$ cat src/rtl/tdc_pkg.sv
// Shared definitions for the carry-chain TDC channel sequencer: FSM states,
// the drop counter width and a constant-friendly ceil(log2) helper.
package tdc_pkg;

   typedef enum logic [2:0] {
      IDLE   = 3'd0,
      ARMED  = 3'd1,
      ENCODE = 3'd2,
      OUTPUT = 3'd3,
      DEAD   = 3'd4
   } tdc_state_e;

   localparam int DROP_W = 16;

   // ceil(log2(value)); returns 0 for value <= 1
   function automatic int clog2(input int value);
      int result;
      int remain;
      result = 0;
      remain = value - 1;
      while (remain > 0) begin
         result = result + 1;
         remain = remain >> 1;
      end
      return result;
   endfunction

endpackage

$ cat src/rtl/tdc_therm_ones_count.sv
// Population count of the delay-line taps. Bubbles in the thermometer code
// are simply counted, so the result is the number of ones regardless of
// where they sit. Built as a balanced pairwise adder tree.
module tdc_therm_ones_count
   import tdc_pkg::*;
#(
   parameter int NTAPS  = 32,
   parameter int FINE_W = 6
) (
   input  logic [NTAPS-1:0]  taps_i,
   output logic [FINE_W-1:0] ones_o
);

   localparam int LEAVES = 1 << clog2(NTAPS);

   logic [FINE_W-1:0] node [LEAVES];

   // Leaves hold single taps (padding leaves are zero); each level then sums
   // adjacent pairs in place until the root sits in node[0]
   always_comb begin
      node = '{default: '0};
      for (int i = 0; i < NTAPS; i++) begin
         node[i] = FINE_W'(taps_i[i]);
      end
      for (int w = LEAVES / 2; w >= 1; w = w / 2) begin
         for (int i = 0; i < w; i++) begin
            node[i] = node[2*i] + node[2*i+1];
         end
      end
      ones_o = node[0];
   end

endmodule

$ cat src/rtl/tdc_channel_ctrl.sv
// Sequencer for one carry-chain TDC channel. Double-registers the delay-line
// taps, detects a rising tap 0, captures taps and coarse time, encodes the
// fine code by ones-count and offers the timestamp on a valid/ready port,
// then holds off for a dead time. Also drives the calibration trigger.
module tdc_channel_ctrl
   import tdc_pkg::*;
#(
   parameter int NTAPS       = 32,
   parameter int FINE_W      = 6,
   parameter int COARSE_W    = 24,
   parameter int DEAD_CYCLES = 4,
   parameter int CALP_W      = 8
) (
   input  logic                clk,
   input  logic                rst,
   input  logic [NTAPS-1:0]    taps_in,
   input  logic                enable,
   input  logic                cal_mode,
   input  logic [CALP_W-1:0]   cal_period,
   output logic                trig_sel,
   output logic                cal_pulse,
   output logic                ts_valid,
   input  logic                ts_ready,
   output logic [FINE_W-1:0]   ts_fine,
   output logic [COARSE_W-1:0] ts_coarse,
   output logic                ts_cal,
   output logic [DROP_W-1:0]   drop_cnt,
   output logic                busy
);

   localparam int DCNT_W = clog2(DEAD_CYCLES) + 1;

   if (FINE_W < clog2(NTAPS + 1)) begin : gFineWidthCheck
      $error("FINE_W cannot represent a fine code of NTAPS");
   end

   tdc_state_e          state_q, state_d;
   logic [NTAPS-1:0]    taps_q1, taps_q2, capTaps_q;
   logic                tap0Prev_q;
   logic [COARSE_W-1:0] coarseCnt_q, coarse_q1, coarse_q2, capCoarse_q, tsCoarse_q;
   logic                capCal_q, tsCal_q, trigSel_q, calPulse_q;
   logic [FINE_W-1:0]   tsFine_q, onesCount;
   logic [DROP_W-1:0]   dropCnt_q;
   logic [CALP_W-1:0]   calCnt_q, calPeriod_q;
   logic [DCNT_W-1:0]   deadCnt_q;
   logic                hit, deadDone, calActive, captureEn, encodeEn;

   assign hit       = taps_q2[0] & ~tap0Prev_q;
   assign deadDone  = (deadCnt_q == DCNT_W'(DEAD_CYCLES - 1));
   assign calActive = trigSel_q && (state_q == ARMED);

   tdc_therm_ones_count #(
      .NTAPS  (NTAPS),
      .FINE_W (FINE_W)
   ) uOnesCount (
      .taps_i (capTaps_q),
      .ones_o (onesCount)
   );

   // Metastability pair on the taps with the coarse count kept in lockstep
   always_ff @(posedge clk) begin
      if (rst) begin
         taps_q1     <= '0;
         taps_q2     <= '0;
         tap0Prev_q  <= 1'b0;
         coarseCnt_q <= '0;
         coarse_q1   <= '0;
         coarse_q2   <= '0;
      end else begin
         taps_q1     <= taps_in;
         taps_q2     <= taps_q1;
         tap0Prev_q  <= taps_q2[0];
         coarseCnt_q <= coarseCnt_q + COARSE_W'(1);
         coarse_q1   <= coarseCnt_q;
         coarse_q2   <= coarse_q1;
      end
   end

   // FSM state register
   always_ff @(posedge clk) begin
      if (rst) begin
         state_q <= IDLE;
      end else begin
         state_q <= state_d;
      end
   end

   // FSM next state and the outputs that decode directly from the state
   always_comb begin
      state_d   = state_q;
      captureEn = 1'b0;
      encodeEn  = 1'b0;
      ts_valid  = 1'b0;
      busy      = 1'b0;
      case (state_q)
         IDLE: begin
            if (enable) state_d = ARMED;
         end
         ARMED: begin
            if (hit) begin
               state_d   = ENCODE;
               captureEn = 1'b1;
            end else if (!enable) begin
               state_d = IDLE;
            end
         end
         ENCODE: begin
            busy     = 1'b1;
            encodeEn = 1'b1;
            state_d  = OUTPUT;
         end
         OUTPUT: begin
            busy     = 1'b1;
            ts_valid = 1'b1;
            if (ts_ready) state_d = DEAD;
         end
         DEAD: begin
            busy = 1'b1;
            if (deadDone && !taps_q2[0]) state_d = enable ? ARMED : IDLE;
         end
         default: state_d = IDLE;
      endcase
   end

   // Snapshot taps, coarse time and trigger source on the hit, then encode
   always_ff @(posedge clk) begin
      if (rst) begin
         capTaps_q   <= '0;
         capCoarse_q <= '0;
         capCal_q    <= 1'b0;
         tsFine_q    <= '0;
         tsCoarse_q  <= '0;
         tsCal_q     <= 1'b0;
      end else begin
         if (captureEn) begin
            capTaps_q   <= taps_q2;
            capCoarse_q <= coarse_q2;
            capCal_q    <= trigSel_q;
         end
         if (encodeEn) begin
            tsFine_q   <= onesCount;
            tsCoarse_q <= capCoarse_q;
            tsCal_q    <= capCal_q;
         end
      end
   end

   // Dead-time counter runs only in DEAD and parks at its terminal value
   always_ff @(posedge clk) begin
      if (rst || state_q != DEAD) begin
         deadCnt_q <= '0;
      end else if (!deadDone) begin
         deadCnt_q <= deadCnt_q + DCNT_W'(1);
      end
   end

   // Hits arriving while busy are lost; count them, saturating
   always_ff @(posedge clk) begin
      if (rst) begin
         dropCnt_q <= '0;
      end else if (hit && busy && dropCnt_q != {DROP_W{1'b1}}) begin
         dropCnt_q <= dropCnt_q + DROP_W'(1);
      end
   end

   // Trigger source only changes while no capture can be in flight
   always_ff @(posedge clk) begin
      if (rst) begin
         trigSel_q <= 1'b0;
      end else if (state_q == IDLE || (state_q == ARMED && !hit)) begin
         trigSel_q <= cal_mode;
      end
   end

   // Calibration pulse generator; period is latched on each reload
   always_ff @(posedge clk) begin
      if (rst) begin
         calCnt_q    <= '0;
         calPeriod_q <= '0;
         calPulse_q  <= 1'b0;
      end else if (!calActive) begin
         calCnt_q    <= '0;
         calPeriod_q <= cal_period;
         calPulse_q  <= 1'b0;
      end else if (calCnt_q == calPeriod_q) begin
         calCnt_q    <= '0;
         calPeriod_q <= cal_period;
         calPulse_q  <= 1'b1;
      end else begin
         calCnt_q   <= calCnt_q + CALP_W'(1);
         calPulse_q <= 1'b0;
      end
   end

   assign trig_sel  = trigSel_q;
   assign cal_pulse = calPulse_q;
   assign ts_fine   = tsFine_q;
   assign ts_coarse = tsCoarse_q;
   assign ts_cal    = tsCal_q;
   assign drop_cnt  = dropCnt_q;

endmodule
$ cat config.mk
export PLATFORM = sky130hd
export DESIGN_NAME = tdc_channel_ctrl
export DESIGN_NICKNAME = d
export VERILOG_FILES = /design/src/rtl/tdc_pkg.sv /design/src/rtl/tdc_therm_ones_count.sv /design/src/rtl/tdc_channel_ctrl.sv
export SDC_FILE = /design/constraint.sdc
export NUM_CORES = 1
export LEC_CHECK = 0
export CORE_MARGIN = 3
export CORE_UTILIZATION = 50
export DETAILED_ROUTE_END_ITERATION = 16
export DONT_BUFFER_PORTS = 1
export PLACE_DENSITY = 0.68
export SLEW_MARGIN = 20
export SYNTH_ARGS = -nofsm -noshare
export SYNTH_HDL_FRONTEND = slang
export SYNTH_SLANG_ARGS = --single-unit
$ cat constraint.sdc
create_clock -name clk -period 3.97 [get_ports clk]
set_input_delay 0.794 -clock clk [delete_from_list [all_inputs] [get_ports clk]]
set_output_delay 0.794 -clock clk [all_outputs]
set_load 0.02 [all_outputs]
==> results of run 1 <==
[placed cells by master, fill, tap and decap left out, types with 3 or more instances in the layout]
| cell | synthesis | final |
|---|---|---|
| sky130_fd_sc_hd__nor4_1 | 7 | 7 |
| sky130_fd_sc_hd__inv_1 | 63 | 54 |
| sky130_fd_sc_hd__nor2_1 | 50 | 49 |
| sky130_fd_sc_hd__clkbuf_16 | 0 | 27 |
| sky130_fd_sc_hd__nand2b_1 | 10 | 10 |
| sky130_fd_sc_hd__and4_1 | 5 | 5 |
| sky130_fd_sc_hd__xnor2_1 | 17 | 16 |
| sky130_fd_sc_hd__nand4_1 | 14 | 14 |
| sky130_fd_sc_hd__nor2b_1 | 116 | 116 |
| sky130_fd_sc_hd__o31ai_1 | 7 | 7 |
| sky130_fd_sc_hd__ha_1 | 29 | 25 |
| sky130_fd_sc_hd__dfxtp_1 | 265 | 250 |
| sky130_fd_sc_hd__clkbuf_8 | 0 | 5 |
| sky130_fd_sc_hd__nand3b_1 | 5 | 5 |
| sky130_fd_sc_hd__nand2_1 | 185 | 183 |
| sky130_fd_sc_hd__clkinv_2 | 0 | 4 |
| sky130_fd_sc_hd__nor3_1 | 13 | 13 |
| sky130_fd_sc_hd__nand3_1 | 13 | 13 |
| sky130_fd_sc_hd__a21oi_1 | 103 | 101 |
| sky130_fd_sc_hd__xor2_1 | 14 | 14 |
| sky130_fd_sc_hd__buf_4 | 1 | 5 |
| sky130_fd_sc_hd__o21ai_0 | 6 | 6 |
| sky130_fd_sc_hd__a2bb2oi_1 | 8 | 8 |
| sky130_fd_sc_hd__bufinv_16 | 0 | 3 |
| sky130_fd_sc_hd__fa_1 | 26 | 19 |
| sky130_fd_sc_hd__or4_1 | 7 | 7 |
| sky130_fd_sc_hd__mux2_2 | 11 | 11 |
| sky130_fd_sc_hd__a211oi_1 | 5 | 4 |
| sky130_fd_sc_hd__dfxtp_2 | 0 | 14 |
| sky130_fd_sc_hd__clkbuf_1 | 45 | 4 |
| sky130_fd_sc_hd__inv_2 | 0 | 9 |
| sky130_fd_sc_hd__fa_2 | 0 | 7 |
| sky130_fd_sc_hd__or3_1 | 3 | 3 |
[registers in the layout, indices dropped and copies added, names as in the netlist, 3 cells and up]
name,cells
calCnt_q,8
deadCnt_q,3
taps_q1,32
state_q,3
taps_q2,32
drop_cnt,16
calPeriod_q,8
ts_fine,6
coarse_q1,24
ts_coarse,24
capTaps_q,32
capCoarse_q,24
coarseCnt_q,24
coarse_q2,24
[cells by family (layout without fill, tap and decap cells)]
kind of cell	Yosys count	after routing	share of synthesized area [%]
xor gates and xnor gates	31	31	2.68
DFF	265	265	52.4
and+or+nand+nor	443	443	21.9
buffers and inverters	118	114	4.64
adders and majority gates	55	55	8.72
other	0	1	0
AOI/OAI and AO/OA	142	142	8.28
muxes	13	13	1.42
[cells in the mapped netlist (all sizes together) (8+ instances only)]
cell type	n
dfxtp	265
nand2	185
nor2b	116
a21oi	103
inv	63
nor2	50
clkbuf	45
ha	29
fa	26
xnor2	17
nand4	15
xor2	14
nand3	13
nor3	13
mux2	11
buf	10
nand2b	10
a2bb2oi	8
nor4	8
[power by group through the flow]
stage	Combinational, uW	Sequential (uW)	Clock, uW
after CTS	117	2740	2580
final	116	2740	2510
after global placement	114	2800	0
after global routing	132	2740	2690
after floorplan	138	2780	0
after detailed placement	116	2800	0
[worst max-delay path, delay by kind of cell (launching register included)]
kind	cells	cell delay (ps)
adders and majority gates	8	3210
buffers and inverters	2	70
DFF	1	360
and+or+nand+nor	1	60
AOI/OAI and AO/OA	2	350
[layer usage]
metal | wire [um] | part of all wire, %
met5 | 21 | 0.12
met3 | 1250 | 7.3
met4 | 301 | 1.8
met1 | 8290 | 49
met2 | 7200 | 42
[cell type report]
cell class / count / area (um2)
Antenna cell: 1 / 2.50
Clock buffer: 36 / 759
Clock inverter: 10 / 141
Fill cell: 1752 / 8380
Inverter: 63 / 236
Multi-Input combinational cell: 684 / 4440
Sequential cell: 265 / 5330
Tap cell: 265 / 332
Timing Repair Buffer: 5 / 37.5
[worst min path at each step]
stage	cells past startpoint	start	endpoint	slack [ps]
5_1_grt	1	rst	taps_q2[0]$_SDFF_PP0_	330
3_3_place_gp	1	taps_q1[31]$_SDFF_PP0_	taps_q2[31]$_SDFF_PP0_	420
3_5_place_dp	1	coarse_q1[4]$_SDFF_PP0_	coarse_q2[4]$_SDFF_PP0_	420
6_report	1	rst	drop_cnt[7]$_SDFFE_PP0P_	350
4_1_cts	1	rst	drop_cnt[1]$_SDFFE_PP0P_	330
2_1_floorplan	2	taps_q2[6]$_SDFF_PP0_	capTaps_q[6]$_SDFFE_PP0P_	410
[what timing repair did]
item / CTS / global route
hold buffers: 0 / 0
pin swaps: 11 / 11
resized for setup: 13 / 21
endpoints found under the setup margin: 4 / 4
buffers inserted: 0 / 1
[stage by stage]
step                cell area, um2  cells  TNS, ps  hold WS, ps  power, uW
CTS                          11200   1327     -465          332       5440
global placement             10300   1281     -442          417       2910
finish                       11300   1329     -483          346       5370
floorplan                    10200   1067     -160          410       2920
global route                 11300   1329    -1030          326       5560
detailed placement           10300   1281     -792          422       2910
==> metrics.json, run 1 <==
{
  "synth-async-reset-ratio": {"value": 0, "unit": "%"},
  "critical_path_class": {"value": "reg -> reg"},
  "ff2ff_path_depth": {"value": 13},
  "initialDrtViolationCount": {"value": 244},
  "ir_worst_vdd": {"value": 0.315, "unit": "mV"},
  "timing.final.crit_share": {"value": 105, "unit": "%"},
  "worst_setup_path_startpoint": {"value": "capTaps_q[5]$_SDFFE_PP0P_"},
  "number_of_global_route_vias_before_repair": {"value": 6200},
  "grt_setup_unrepaired": {"value": "yes"},
  "synth.top_cell.area_share": {"value": 52.4, "unit": "%"},
  "cp_data_arrival_time": {"value": 4580, "unit": "ps"},
  "design.die.area": {"value": 22000, "unit": "um2"},
  "crit_path_start_kind": {"value": "flop"},
  "grt_first_pass_wirelength": {"value": 28700, "unit": "um"},
  "setup_slack": {"value": -206, "unit": "ps"},
  "setup_slack_at_placement": {"value": -281, "unit": "ps"},
  "globalRouteMet2Util": {"value": 23.1, "unit": "%"},
  "ys.warnings.count": {"value": 0},
  "critPathRequiredTime": {"value": 4370, "unit": "ps"},
  "r2r_end": {"value": "ts_fine[5]$_SDFFE_PP0N_"},
  "final_util": {"value": 57.4, "unit": "%"},
  "final_period_minus_worst_setup_slack": {"value": 4180, "unit": "ps"},
  "violated_checks": {"value": "negative setup slack"},
  "flow.area_growth_from_synthesis": {"value": 11.3, "unit": "%"},
  "crit_path_end_kind": {"value": "flop"},
  "critical_path.cell_chain": {"value": "ha_4, inv_2, fa_1, inv_2, fa_2, fa_2, fa_1, fa_1, ha_2, fa_2, a21o_1, a211oi_2, nor3_1"},
  "boundaryPins": {"value": 96},
  "cts-htree-levels": {"value": 1},
  "fmax": {"value": 239, "unit": "MHz"},
  "power.combinational.fraction": {"value": 2.2, "unit": "%"},
  "vias": {"value": 6513},
  "path_max_fanout": {"value": 2},
  "globalRoute.busiestLayer": {"value": "met2"},
  "timing.rr.start": {"value": "capTaps_q[5]$_SDFFE_PP0P_"},
  "insertion_delay": {"value": 520, "unit": "ps"},
  "mappedNetlistArea": {"value": 10100, "unit": "um2"},
  "distinct_cell_type_count_after_synthesis": {"value": 51},
  "proportion_of_synthesized_chip_area_in_sequential_cells": {"value": 52.4, "unit": "%"},
  "gp_routability_congestion": {"value": 0.782},
  "grt_max_degree": {"value": 262},
  "placement_rows": {"value": 51},
  "final_max_slew_viol_count": {"value": 0},
  "pwr_per_cell_area": {"value": 476, "unit": "nW/um2"},
  "internal-power": {"value": 4300, "unit": "uW"},
  "total_switching_power": {"value": 1070, "unit": "uW"},
  "cts.root.buffer_cell": {"value": "sky130_fd_sc_hd__clkbuf_16"},
  "finalSetupViolCount": {"value": 4},
  "crit_path_end": {"value": "ts_fine[5]$_SDFFE_PP0N_"},
  "dp_hpwl": {"value": 10800, "unit": "um"},
  "postSynthNetCount": {"value": 1167},
  "tritoncts_num_sinks": {"value": 265},
  "cell_count_after_synthesis": {"value": 1067},
  "viasPerCell": {"value": 4.90},
  "leakage": {"value": 0.00422, "unit": "uW"},
  "die_wd": {"value": 148, "unit": "um"},
  "post_drt_wl_per_cell": {"value": 12.8, "unit": "um"},
  "core_area": {"value": 19700, "unit": "um2"},
  "clk_pin_slew_worst_paths": {"value": 60, "unit": "ps"},
  "power.share.sequential": {"value": 51.0, "unit": "%"},
  "fp.dieH": {"value": 148, "unit": "um"},
  "synth_top_cells_by_area": {"value": "sky130_fd_sc_hd__dfxtp_1 52%, sky130_fd_sc_hd__nor2b_1 7.2%, sky130_fd_sc_hd__nand2_1 6.9%, sky130_fd_sc_hd__fa_1 5.1%, sky130_fd_sc_hd__a21oi_1 5.1%"},
  "global_route_met3_usage": {"value": 5.15, "unit": "%"},
  "cts.path.max_buffers": {"value": 3},
  "drt_first_pass_iters": {"value": 4},
  "sw_frac_of_total": {"value": 19.9, "unit": "%"},
  "share_clk_of_total_power": {"value": 46.8, "unit": "%"},
  "grt_use_total": {"value": 15.3, "unit": "%"},
  "route.detailed.drc": {"value": 0},
  "slew_of_the_pin_with_the_lowest_slew_margin": {"value": 871, "unit": "ps"},
  "grt_antenna_before_repair": {"value": 3},
  "post_route_cells_drive_above_1_share": {"value": 10.5, "unit": "%"},
  "initial_utilization": {"value": 51.5, "unit": "%"},
  "synth_enable_flop_cells": {"value": 0},
  "final_nets": {"value": 1146},
  "grt_use_met1": {"value": 21.2, "unit": "%"},
  "crit_path_max_incr_delay": {"value": 570, "unit": "ps"},
  "regToRegSetupSlack": {"value": -210, "unit": "ps"},
  "max-cap-violations": {"value": 0},
  "final_antenna_net_count": {"value": 0},
  "postSynthAreaPerCell": {"value": 9.49, "unit": "um2"},
  "overflow": {"value": 0},
  "slew-limit-headroom": {"value": 41.9, "unit": "%"},
  "synth_ff_type": {"value": "sky130_fd_sc_hd__dfxtp_1"},
  "crit_slowest_cell": {"value": "sky130_fd_sc_hd__fa_2"},
  "synth_top_area_cell": {"value": "sky130_fd_sc_hd__dfxtp_1"},
  "cts_tree": {"value": "yes"},
  "clock-skew-final": {"value": 6.69, "unit": "ps"},
  "buffers_added_on_ports": {"value": 0},
  "report.final.hold_viol_count": {"value": 0},
  "cts_inserted_buffers": {"value": 27},
  "ys_seq_elements": {"value": 265},
  "outcome": {"value": "complete, but fails checks"},
  "wirelength": {"value": 17100, "unit": "um"},
  "hold_path.class": {"value": "in -> reg"}
}
Power figures use the tool's default switching activity.
==> inputs of run 2 (changes only) <==
--- a/config.mk
+++ b/config.mk
@@ -9,8 +9,10 @@
 export CORE_UTILIZATION = 50
 export DETAILED_ROUTE_END_ITERATION = 16
 export DONT_BUFFER_PORTS = 1
+export MAX_ROUTING_LAYER = met4
 export PLACE_DENSITY = 0.68
 export SLEW_MARGIN = 20
 export SYNTH_ARGS = -nofsm -noshare
 export SYNTH_HDL_FRONTEND = slang
 export SYNTH_SLANG_ARGS = --single-unit
+export TNS_END_PERCENT = 10
==> run 2 against run 1 <==
  * The run still ends with negative setup slack left
  * First-iteration DRC count rose by 4.1%
  * Utilization fell by 0.46 points
  * Register-to-register slack improved by 40 ps
  * Worst setup slack improved by 36 ps
  * Maximum frequency up 0.86%
  * Sequential share of layout area rose by 0.25 points
  * Global-route usage is 0.75 points higher
  * Via count decreased by 0.40%
  * Critical path depth did not move
  * Worst hold slack is essentially flat
  * Clock power shrank 4%
  * Clock skew about the same
  * Critical path type unchanged
  * Largest power group unchanged
  * Highest routed layer is now met4
==> metrics.json, run 2 (synthesis results as in run 1) <==
{
  "timing.rr.start": {"value": "capTaps_q[12]$_SDFFE_PP0P_"},
  "ff2ff_path_depth": {"value": 13, "change": "unchanged"},
  "ir_worst_vdd": {"value": 0.353, "unit": "mV", "change": "+12%"},
  "outcome": {"value": "complete, but fails checks"},
  "number_of_global_route_vias_before_repair": {"value": 6278, "change": "+1.3%"},
  "slew-limit-headroom": {"value": 40.9, "unit": "%", "change": "-0.96 points"},
  "worst_setup_path_startpoint": {"value": "capTaps_q[12]$_SDFFE_PP0P_"},
  "buffers_added_on_ports": {"value": 0, "change": "unchanged"},
  "path_max_fanout": {"value": 2, "change": "unchanged"},
  "regToRegSetupSlack": {"value": -170, "unit": "ps", "change": "+40 ps"},
  "tritoncts_num_sinks": {"value": 265, "change": "unchanged"},
  "placement_rows": {"value": 51, "change": "unchanged"},
  "grt_first_pass_wirelength": {"value": 29400, "unit": "um", "change": "+2.4%"},
  "flow.area_growth_from_synthesis": {"value": 10.4, "unit": "%"},
  "final_util": {"value": 56.9, "unit": "%", "change": "-0.46 points"},
  "crit_path_end_kind": {"value": "flop"},
  "boundaryPins": {"value": 96, "change": "unchanged"},
  "violated_checks": {"value": "negative setup slack"},
  "wirelength": {"value": 17100, "unit": "um", "change": "+0.31%"},
  "grt_use_total": {"value": 16.1, "unit": "%", "change": "+0.75 points"},
  "clk_pin_slew_worst_paths": {"value": 60, "unit": "ps", "change": "about the same"},
  "pwr_per_cell_area": {"value": 471, "unit": "nW/um2", "change": "-1.0%"},
  "cts_tree": {"value": "yes"},
  "fp.dieH": {"value": 148, "unit": "um", "change": "unchanged"},
  "report.final.hold_viol_count": {"value": 0, "change": "unchanged"},
  "timing.final.crit_share": {"value": 104, "unit": "%", "change": "-0.89 points"},
  "dp_hpwl": {"value": 10900, "unit": "um", "change": "+0.66%"},
  "post_drt_wl_per_cell": {"value": 12.8, "unit": "um", "change": "about the same"},
  "slew_of_the_pin_with_the_lowest_slew_margin": {"value": 885, "unit": "ps", "change": "+14.3 ps"},
  "vias": {"value": 6487, "change": "-0.40%"},
  "clock-skew-final": {"value": 7.11, "unit": "ps", "change": "+0.420 ps"},
  "max-cap-violations": {"value": 0, "change": "unchanged"},
  "route.detailed.drc": {"value": 0, "change": "unchanged"},
  "final_antenna_net_count": {"value": 0, "change": "unchanged"},
  "setup_slack": {"value": -171, "unit": "ps", "change": "+35.5 ps"},
  "hold-worst-slack": {"value": 347, "unit": "ps", "change": "+0.472 ps"},
  "grt_max_degree": {"value": 262, "change": "unchanged"},
  "cts_inserted_buffers": {"value": 27, "change": "unchanged"},
  "cts-htree-levels": {"value": 1, "change": "unchanged"},
  "final_period_minus_worst_setup_slack": {"value": 4140, "unit": "ps", "change": "-35.5 ps"},
  "insertion_delay": {"value": 510, "unit": "ps", "change": "about the same"},
  "cts.root.buffer_cell": {"value": "sky130_fd_sc_hd__clkbuf_16"},
  "initial_utilization": {"value": 51.5, "unit": "%", "change": "unchanged"},
  "layout.cells.most_common": {"value": "sky130_fd_sc_hd__dfxtp_1"},
  "die_wd": {"value": 148, "unit": "um", "change": "unchanged"},
  "crit_path_end": {"value": "ts_fine[5]$_SDFFE_PP0N_"},
  "grt_antenna_before_repair": {"value": 3, "change": "unchanged"},
  "viasPerCell": {"value": 4.87, "change": "-0.62%"},
  "grt_setup_unrepaired": {"value": "yes"},
  "postCtsHoldBufs": {"value": 0, "change": "unchanged"},
  "cp_data_arrival_time": {"value": 4530, "unit": "ps", "change": "-50 ps"},
  "cts_setup_buffers": {"value": 0, "change": "unchanged"},
  "gp_routability_congestion": {"value": 0.808, "change": "+3.2%"},
  "biggestRegsByFlops": {"value": "capTaps_q x32, taps_q1 x32, taps_q2 x32"},
  "r2r_end": {"value": "ts_fine[5]$_SDFFE_PP0N_"},
  "design.die.area": {"value": 22000, "unit": "um2", "change": "unchanged"},
  "critPathRequiredTime": {"value": 4360, "unit": "ps", "change": "about the same"},
  "crit_path_start_kind": {"value": "flop"},
  "num-fill-cells": {"value": 1799, "change": "+2.7%"},
  "leakage": {"value": 0.00422, "unit": "uW", "change": "about the same"},
  "hold_path.class": {"value": "in -> reg"},
  "overflow": {"value": 0, "change": "unchanged"},
  "final_nets": {"value": 1145, "change": "-0.087%"},
  "cts.path.max_buffers": {"value": 3, "change": "unchanged"},
  "drt_first_pass_iters": {"value": 4, "change": "unchanged"},
  "post_route_cells_drive_above_1_share": {"value": 8.18, "unit": "%", "change": "-2.4 points"},
  "initialDrtViolationCount": {"value": 254, "change": "+4.1%"},
  "core_area": {"value": 19700, "unit": "um2", "change": "unchanged"},
  "finalSetupViolCount": {"value": 4, "change": "unchanged"},
  "critical_path_class": {"value": "reg -> reg"},
  "fmax": {"value": 242, "unit": "MHz", "change": "+0.86%"},
  "final_max_slew_viol_count": {"value": 0, "change": "unchanged"},
  "mostFrequentLayoutCells": {"value": "260 x sky130_fd_sc_hd__dfxtp_1, 184 x sky130_fd_sc_hd__nand2_1, 116 x sky130_fd_sc_hd__nor2b_1"}
}
run 2: per-stage QoR:
| step | setup WS, ps | TNS [ps] | instance area (um2) | total power, uW | instances |
|---|---|---|---|---|---|
| after CTS | -191 | -548 | 11200 | 5330 | 1329 |
| after detailed placement | -274 | -850 | 10300 | 2910 | 1281 |
| after floorplan | -112 | -189 | 10100 | 2920 | 1067 |
| after global routing | -333 | -1110 | 11200 | 5470 | 1332 |
| after global placement | -178 | -505 | 10300 | 2910 | 1281 |
| final | -171 | -455 | 11200 | 5270 | 1332 |
run 2: where the power goes:
| part | switching [uW] | internal [uW] | leakage, uW |
|---|---|---|---|
| clock | 967 | 1450 | 0.000424 |
| sequential | 29.4 | 2710 | 0.00215 |
| combinational | 57.3 | 58.7 | 0.00164 |
run 2: per-layer routing:
layer / global-route usage (%) / up-vias / share of wire, %
met3: 4.91 / 18 / 6.8
li1: - / 3424 / -
met5: - / - / 0
met4: 3.56 / 0 / 1.2
met2: 23.9 / 119 / 43
met1: 21.8 / 2926 / 49
run 2: cell type report:
type	instances	area (um2)	area share (%)
Timing Repair Buffer	4	30.0	0.268
Clock buffer	43	806	7.20
Sequential cell	265	5310	47.5
Tap cell	265	332	2.96
Multi-Input combinational cell	684	4410	39.4
Clock inverter	5	53.8	0.481
Antenna cell	3	7.51	0.0671
Inverter	63	236	2.11
run 2: repair_timing:
action                     in CTS  in global routing
cloned                          0                  0
setup endpoints to repair       4                  4
pin swaps                       6                  3
resized for setup               6                  5
run 2: worst min path at each step:
stage                           endpoint  cells past startpoint                      from  slack [ps]
2_1_floorplan  capTaps_q[6]$_SDFFE_PP0P_                      2     taps_q2[6]$_SDFF_PP0_         410
3_3_place_gp    coarse_q2[19]$_SDFF_PP0_                      1  coarse_q1[19]$_SDFF_PP0_         420
3_5_place_dp     coarse_q2[1]$_SDFF_PP0_                      1   coarse_q1[1]$_SDFF_PP0_         420
4_1_cts        drop_cnt[14]$_SDFFE_PP0P_                      1                       rst         340
5_1_grt        drop_cnt[14]$_SDFFE_PP0P_                      1                       rst         330
6_report       drop_cnt[10]$_SDFFE_PP0P_                      1                       rst         350
run 2: worst max-delay path, cell delays in order (launching register included):
cell and delay, ps:
sky130_fd_sc_hd__dfxtp_2 330, sky130_fd_sc_hd__ha_1 150, sky130_fd_sc_hd__inv_1 50, sky130_fd_sc_hd__fa_1 530
sky130_fd_sc_hd__inv_1 60, sky130_fd_sc_hd__fa_2 570, sky130_fd_sc_hd__fa_2 440, sky130_fd_sc_hd__fa_1 530
sky130_fd_sc_hd__fa_1 420, sky130_fd_sc_hd__ha_2 200, sky130_fd_sc_hd__fa_2 350, sky130_fd_sc_hd__a21o_1 170
sky130_fd_sc_hd__a211oi_2 170, sky130_fd_sc_hd__nor3_1 60
